**config.mk**
```make
export PLATFORM = sky130hd
export DESIGN_NAME = downcounter
export DESIGN_NICKNAME = d
export VERILOG_FILES = /design/src/rtl/downcounter_pkg.sv /design/src/rtl/downcounter.sv
export SDC_FILE = /design/constraint.sdc
export NUM_CORES = 1
export LEC_CHECK = 0
export ABC_AREA = 1
export CORE_AREA = 4 4 41 43
export DETAILED_ROUTE_END_ITERATION = 10
export DIE_AREA = 0 0 45 47
export GPL_TIMING_DRIVEN = 0
export HOLD_SLACK_MARGIN = 0.1
export PLACE_DENSITY = 0.66
export SYNTH_ARGS = -nofsm -noshare
export SYNTH_HDL_FRONTEND = slang
export SYNTH_SLANG_ARGS = --single-unit
```
**constraint.sdc**
```tcl
create_clock -name clk -period 1.62 [get_ports clk]
set_input_delay 0.324 -clock clk [delete_from_list [all_inputs] [get_ports clk]]
set_output_delay 0.324 -clock clk [all_outputs]
set_load 0.1 [all_outputs]
```
**src/rtl/downcounter_pkg.sv**
```systemverilog
// rtl/downcounter_pkg.sv - shared state encoding and default width for the down counter
package downcounter_pkg;

    localparam int DC_WIDTH_DEF = 4;

    typedef enum logic [1:0] {
        S_IDLE = 2'd0,
        S_RUN  = 2'd1,
        S_DONE = 2'd2
    } dc_state_t;

endpackage

```
**src/rtl/downcounter.sv**
```systemverilog
// rtl/downcounter.sv - loadable down counter with terminal-count flag and borrow pulse
// Optional feature: DOWNCOUNTER_AUTORELOAD_EN (periodic reload from last loaded value)
module downcounter
    import downcounter_pkg::*;
#(
    parameter int WIDTH = DC_WIDTH_DEF
) (
    input  logic             clk,
    input  logic             clear_n,
    input  logic [WIDTH-1:0] d,
    input  logic             load,
    input  logic             decr,
    output logic [WIDTH-1:0] q,
    output logic             zero,
    output logic             done,
    output logic             borrow
);

    dc_state_t        state;
    dc_state_t        state_next;
    logic [WIDTH-1:0] q_next;
    logic [WIDTH-1:0] wrap;
    logic             borrow_next;

`ifdef DOWNCOUNTER_AUTORELOAD_EN
    logic [WIDTH-1:0] rl;
    logic [WIDTH-1:0] rl_next;

    assign wrap = rl;
`else
    assign wrap = {WIDTH{1'b1}};
`endif

    always_ff @(posedge clk) begin
        if (!clear_n) begin
            state  <= S_IDLE;
            q      <= '0;
            done   <= 1'b0;
            borrow <= 1'b0;
`ifdef DOWNCOUNTER_AUTORELOAD_EN
            rl     <= '0;
`endif
        end else begin
            state  <= state_next;
            q      <= q_next;
            done   <= (state_next == S_DONE);
            borrow <= borrow_next;
`ifdef DOWNCOUNTER_AUTORELOAD_EN
            rl     <= rl_next;
`endif
        end
    end

    always_comb begin
        state_next  = state;
        q_next      = q;
        borrow_next = 1'b0;
`ifdef DOWNCOUNTER_AUTORELOAD_EN
        rl_next     = rl;
`endif
        if (load) begin
            q_next     = d;
            state_next = (d == '0) ? S_DONE : S_RUN;
`ifdef DOWNCOUNTER_AUTORELOAD_EN
            rl_next    = d;
`endif
        end else if (decr) begin
            case (state)
                S_RUN: begin
                    q_next = q - WIDTH'(1);
                    if (q == WIDTH'(1)) begin
                        state_next = S_DONE;
                    end
                end
                // Expiry already signalled; a further decrement borrows and restarts the count.
                S_DONE: begin
                    borrow_next = 1'b1;
                    q_next      = wrap;
                    state_next  = (wrap == '0) ? S_DONE : S_RUN;
                end
                default: begin
                    state_next = state;
                end
            endcase
        end
    end

    always_comb begin
        zero = (q == '0);
    end

endmodule

```
==> results.md <==
Timing:
- The total of endpoints with negative setup slack in the final report is 0.
- Setup repair after global routing left no endpoint under its margin.
- The final hold violation count is 0.
- The post-route fraction of the period consumed by the critical path is 96.6%.
- The transition time at the pin with the least slew margin is around 0.55 ns.
- The maximum clock frequency is 639 MHz.
- The worst pin sits at a relative slew slack of 63.7%.
- Between clock sinks in the finished design, the worst skew comes to between 0.006 and 0.007 ns.
- On the final layout, the worst hold slack is between 0.5 and 0.6 ns.
- The number of slew-limit violations in the final report was 0.
- After layout, the minimum clock period comes to around 1.6 ns.

Clocking:
- After clock tree synthesis, the clock-pin slew on the worst setup and hold paths is 0.06 ns.
- The number of buffers created by CTS is 3.
- The number of buffers inserted by hold repair at cts is 0.
- TritonCTS built the clock tree.
- The insertion delay to the later sink of the worst-skew pair is about 0.26 ns.
- Buffers added to address setup during post-CTS repair amount to 0.
- The maximum root-to-sink buffer count is 2.
- CTS built an H-tree with a depth of 1.
- The TritonCTS sink count is 8.
- The tree is rooted in a sky130_fd_sc_hd__clkbuf_4.

Logic synthesis:
- The number of cells produced by synthesis is 75.
- The mean area per synthesized cell is 6.72 um2.
- Counting flops and latches in the post-synthesis netlist gives 8.
- Synthesis instantiated 18 different standard cells from the library.
- For this run, the register share of the synthesized area comes to around a third.
- The post-synthesis net count is 87.
- The Yosys step of the flow raised 0 warnings.
- Summing every instance area after synthesis gives approximately 500 um2.

Global route:
- The met1 track demand over resource in global routing is between 10% and 20%.
- The initial antenna violation count is 0.
- The first global-routing pass estimated about 1900 um of wire.
- The total congestion overflow after global routing is 0.
- The most used routing layer in global routing is met2.
- The met3 demand-to-capacity share in global routing is 4.98%.
- The via count of the first global-routing pass is between 400 and 500.
- The met2 track demand over resource in global routing is between 10% and 20%.
- The largest net degree at the start of global routing is 8.
- The global-route usage over all layers is about an eighth.

Detailed routing:
- Dividing the detail-routed via count by the number of cells gives just under 5.
- The total routed wirelength is around 1100 um.
- In the final routed layout, each cell accounts on average for between 10 and 15 um.
- The number of iterations in the first detailed-routing pass is 4.
- The post-detailed-route DRC marker count is 0.
- Across all layers, the routed design uses approximately 520 vias.
- Once detail routing completed, the nets flagged for antenna violations numbered 0.
- The first routing iteration left 6 violations.

Worst setup path:
- STA classifies the critical path endpoint as an output pin.
- For this run, the slowest stage of the critical path takes roughly 0.58 ns.
- The arrival time reported for the critical path endpoint is around 1.2 ns.
- The type of the worst setup path is flop to output pin.
- Together, buffers and inverters on the worst path number 1.
- The critical-path cell with the highest stage delay is sky130_fd_sc_hd__clkdlybuf4s15_2.
- The top fanout value on the critical path is 6.
- STA puts the critical path data required time at 1.30 ns.
- The cell family with the largest share of critical-path delay is buffers and inverters.
- Walking the worst path, the cells encountered are clkdlybuf4s15_2.
- The worst setup path is launched from a flop.

Placed design:
- After legalization and detailed placement, the total HPWL measured just over 900 um.
- The count of input and output buffers is 14.
- After detailed placement, the design holds a cell count of about 100.
- The final estimated routing congestion in global placement is 0.759.

Layout:
- In the final layout, the share of cells above drive strength 1 is between 20% and 30%.
- In the final design database the tool counted approximately 110 nets.
- The area growth from synthesis to layout is 47.1%.
- The finished layout holds between 100 and 150 standard cells, fillers aside.
- The repair_antennas step left the layout with diodes totalling 0.

Die:
- The die is about 45 um wide.
- The initial utilization of the core area, before any placement, comes to about 39%.
- The total area inside the core boundary comes to 0.00130 mm2.
- The floorplan step defined a die boundary enclosing ~0.0021 mm2.
- The number of standard-cell rows in the floorplan is 13.
- 15 I/O pins were placed.
- The vertical extent of the die is roughly 47 um.

Power:
- Combinational logic burns between 40 and 50% of the power.
- The sequential share of power is approximately a third.
- Power spread over the standard cell area amounts to 922 mW/mm2.
- The clock power share is a little under a quarter.
- The power spent charging and discharging nets is just under 0.3 mW.
- The worst-case IR drop observed on VDD is about 540 uV.
- The internal power is 0.392 mW.
- Of the total power, the share spent switching nets is between 40% and 50%.
- The leakage dissipation is between 0.3 and 0.4 nW.

Flow run:
- The number of violations of the max-capacitance limit is 0.

Hold path:
- The class of the worst hold path is flop to flop.

Run status:
- The flow ran to the end, and the final reports show no timing, DRC or antenna violations.
[routing by layer]
metal,wire [um],up-vias
li1,-,275
met1,557,231
met2,491,14
met3,71,4
met4,27,0
met5,0,-
[cells by family after synthesis]
family,share of synthesized area (%)
compound gates,13.9
fa+ha+maj,9.93
buf+inv,11.2
flops,31.8
simple gates,33.2
[stage by stage]
stage | utilization, % | area (um2) | power (mW) | setup TNS [ns] | setup WS [ns]
2_1_floorplan | - | 543 | 0.447 | -0.196 | -0.196
6_report | 57.0 | 742 | 0.684 | 0 | 0.0548
4_1_cts | 56.3 | 733 | 0.684 | 0 | 0.0244
3_3_place_gp | 53.9 | 702 | 0.519 | -1.92 | -0.568
5_1_grt | 57.0 | 742 | 0.725 | 0 | 0.0173
3_5_place_dp | 53.9 | 702 | 0.521 | -1.85 | -0.568
[cell usage in the layout, fill, tap and decap left out, types with 2 or more instances in the layout]
cell                               n
sky130_fd_sc_hd__clkdlybuf4s15_2   6
sky130_fd_sc_hd__nand3_1           5
sky130_fd_sc_hd__inv_4             2
sky130_fd_sc_hd__clkdlybuf4s50_1   7
sky130_fd_sc_hd__dfxtp_1           4
sky130_fd_sc_hd__nand2_1          17
sky130_fd_sc_hd__inv_2             3
sky130_fd_sc_hd__nor2_1            9
sky130_fd_sc_hd__dfxtp_4           2
sky130_fd_sc_hd__clkbuf_4          3
sky130_fd_sc_hd__dfxtp_2           2
sky130_fd_sc_hd__a21oi_1           6
sky130_fd_sc_hd__inv_1            10
sky130_fd_sc_hd__nor2_4            2
sky130_fd_sc_hd__ha_1              3
[sequential cells by signal, summed over array words and instances (netlist names)]
signal	count
state	2
done	1
q	4
borrow	1
[cell type report]
type	count	area, um2
clock buffer	3	22.5
inverter	15	61.3
tap	15	18.8
sequential	8	170
multi-input combinational	52	312
fill	136	559
timing repair buffer	14	158
[cells in the mapped netlist]
master                     count  area share, %
sky130_fd_sc_hd__nand3_1       5            5.0
sky130_fd_sc_hd__dfxtp_1       8             32
sky130_fd_sc_hd__inv_1        13            9.7
sky130_fd_sc_hd__nor3_1        1           0.99
sky130_fd_sc_hd__inv_2         2            1.5
sky130_fd_sc_hd__a21oi_1       6            6.0
sky130_fd_sc_hd__nand3b_1      1            1.5
sky130_fd_sc_hd__nor2_4        2            4.5
sky130_fd_sc_hd__a22oi_1       1            1.5
sky130_fd_sc_hd__o21ai_1       1           0.99
sky130_fd_sc_hd__a31oi_1       1            1.2
sky130_fd_sc_hd__nor2_1        9            6.7
sky130_fd_sc_hd__o21ai_2       1            1.7
sky130_fd_sc_hd__a21boi_0      1            1.5
sky130_fd_sc_hd__ha_1          4            9.9
sky130_fd_sc_hd__nand2_1      17             13
sky130_fd_sc_hd__nand3_2       1            2.0
sky130_fd_sc_hd__o21ai_0       1           0.99
[final timing paths]
| check | start | endpoint | slack (ns) | cells after the start |
|---|---|---|---|---|
| max reg2reg | state[0] | q[2] | 0.17 | 8 |
| min reg2reg | q[1] | q[1] | 0.51 | 2 |
| max | q[2] | q[2] | 0.05 | 1 |
| min | q[1] | q[1] | 0.51 | 2 |
[power by group through the flow]
stage / Combinational (mW) / Clock (mW) / Sequential, mW
6_report: 0.292 / 0.158 / 0.234
5_1_grt: 0.311 / 0.177 / 0.237
4_1_cts: 0.284 / 0.167 / 0.234
3_5_place_dp: 0.283 / 0 / 0.238
3_3_place_gp: 0.281 / 0 / 0.238
2_1_floorplan: 0.130 / 0 / 0.316
[what timing repair did]
action / CTS / global route
gates resized for setup: 25 / 2
pin swaps: 0 / 1
endpoints found under the hold margin: 0 / 0
endpoints found under the setup margin: 7 / 1
(Power assumes the default switching activity.)
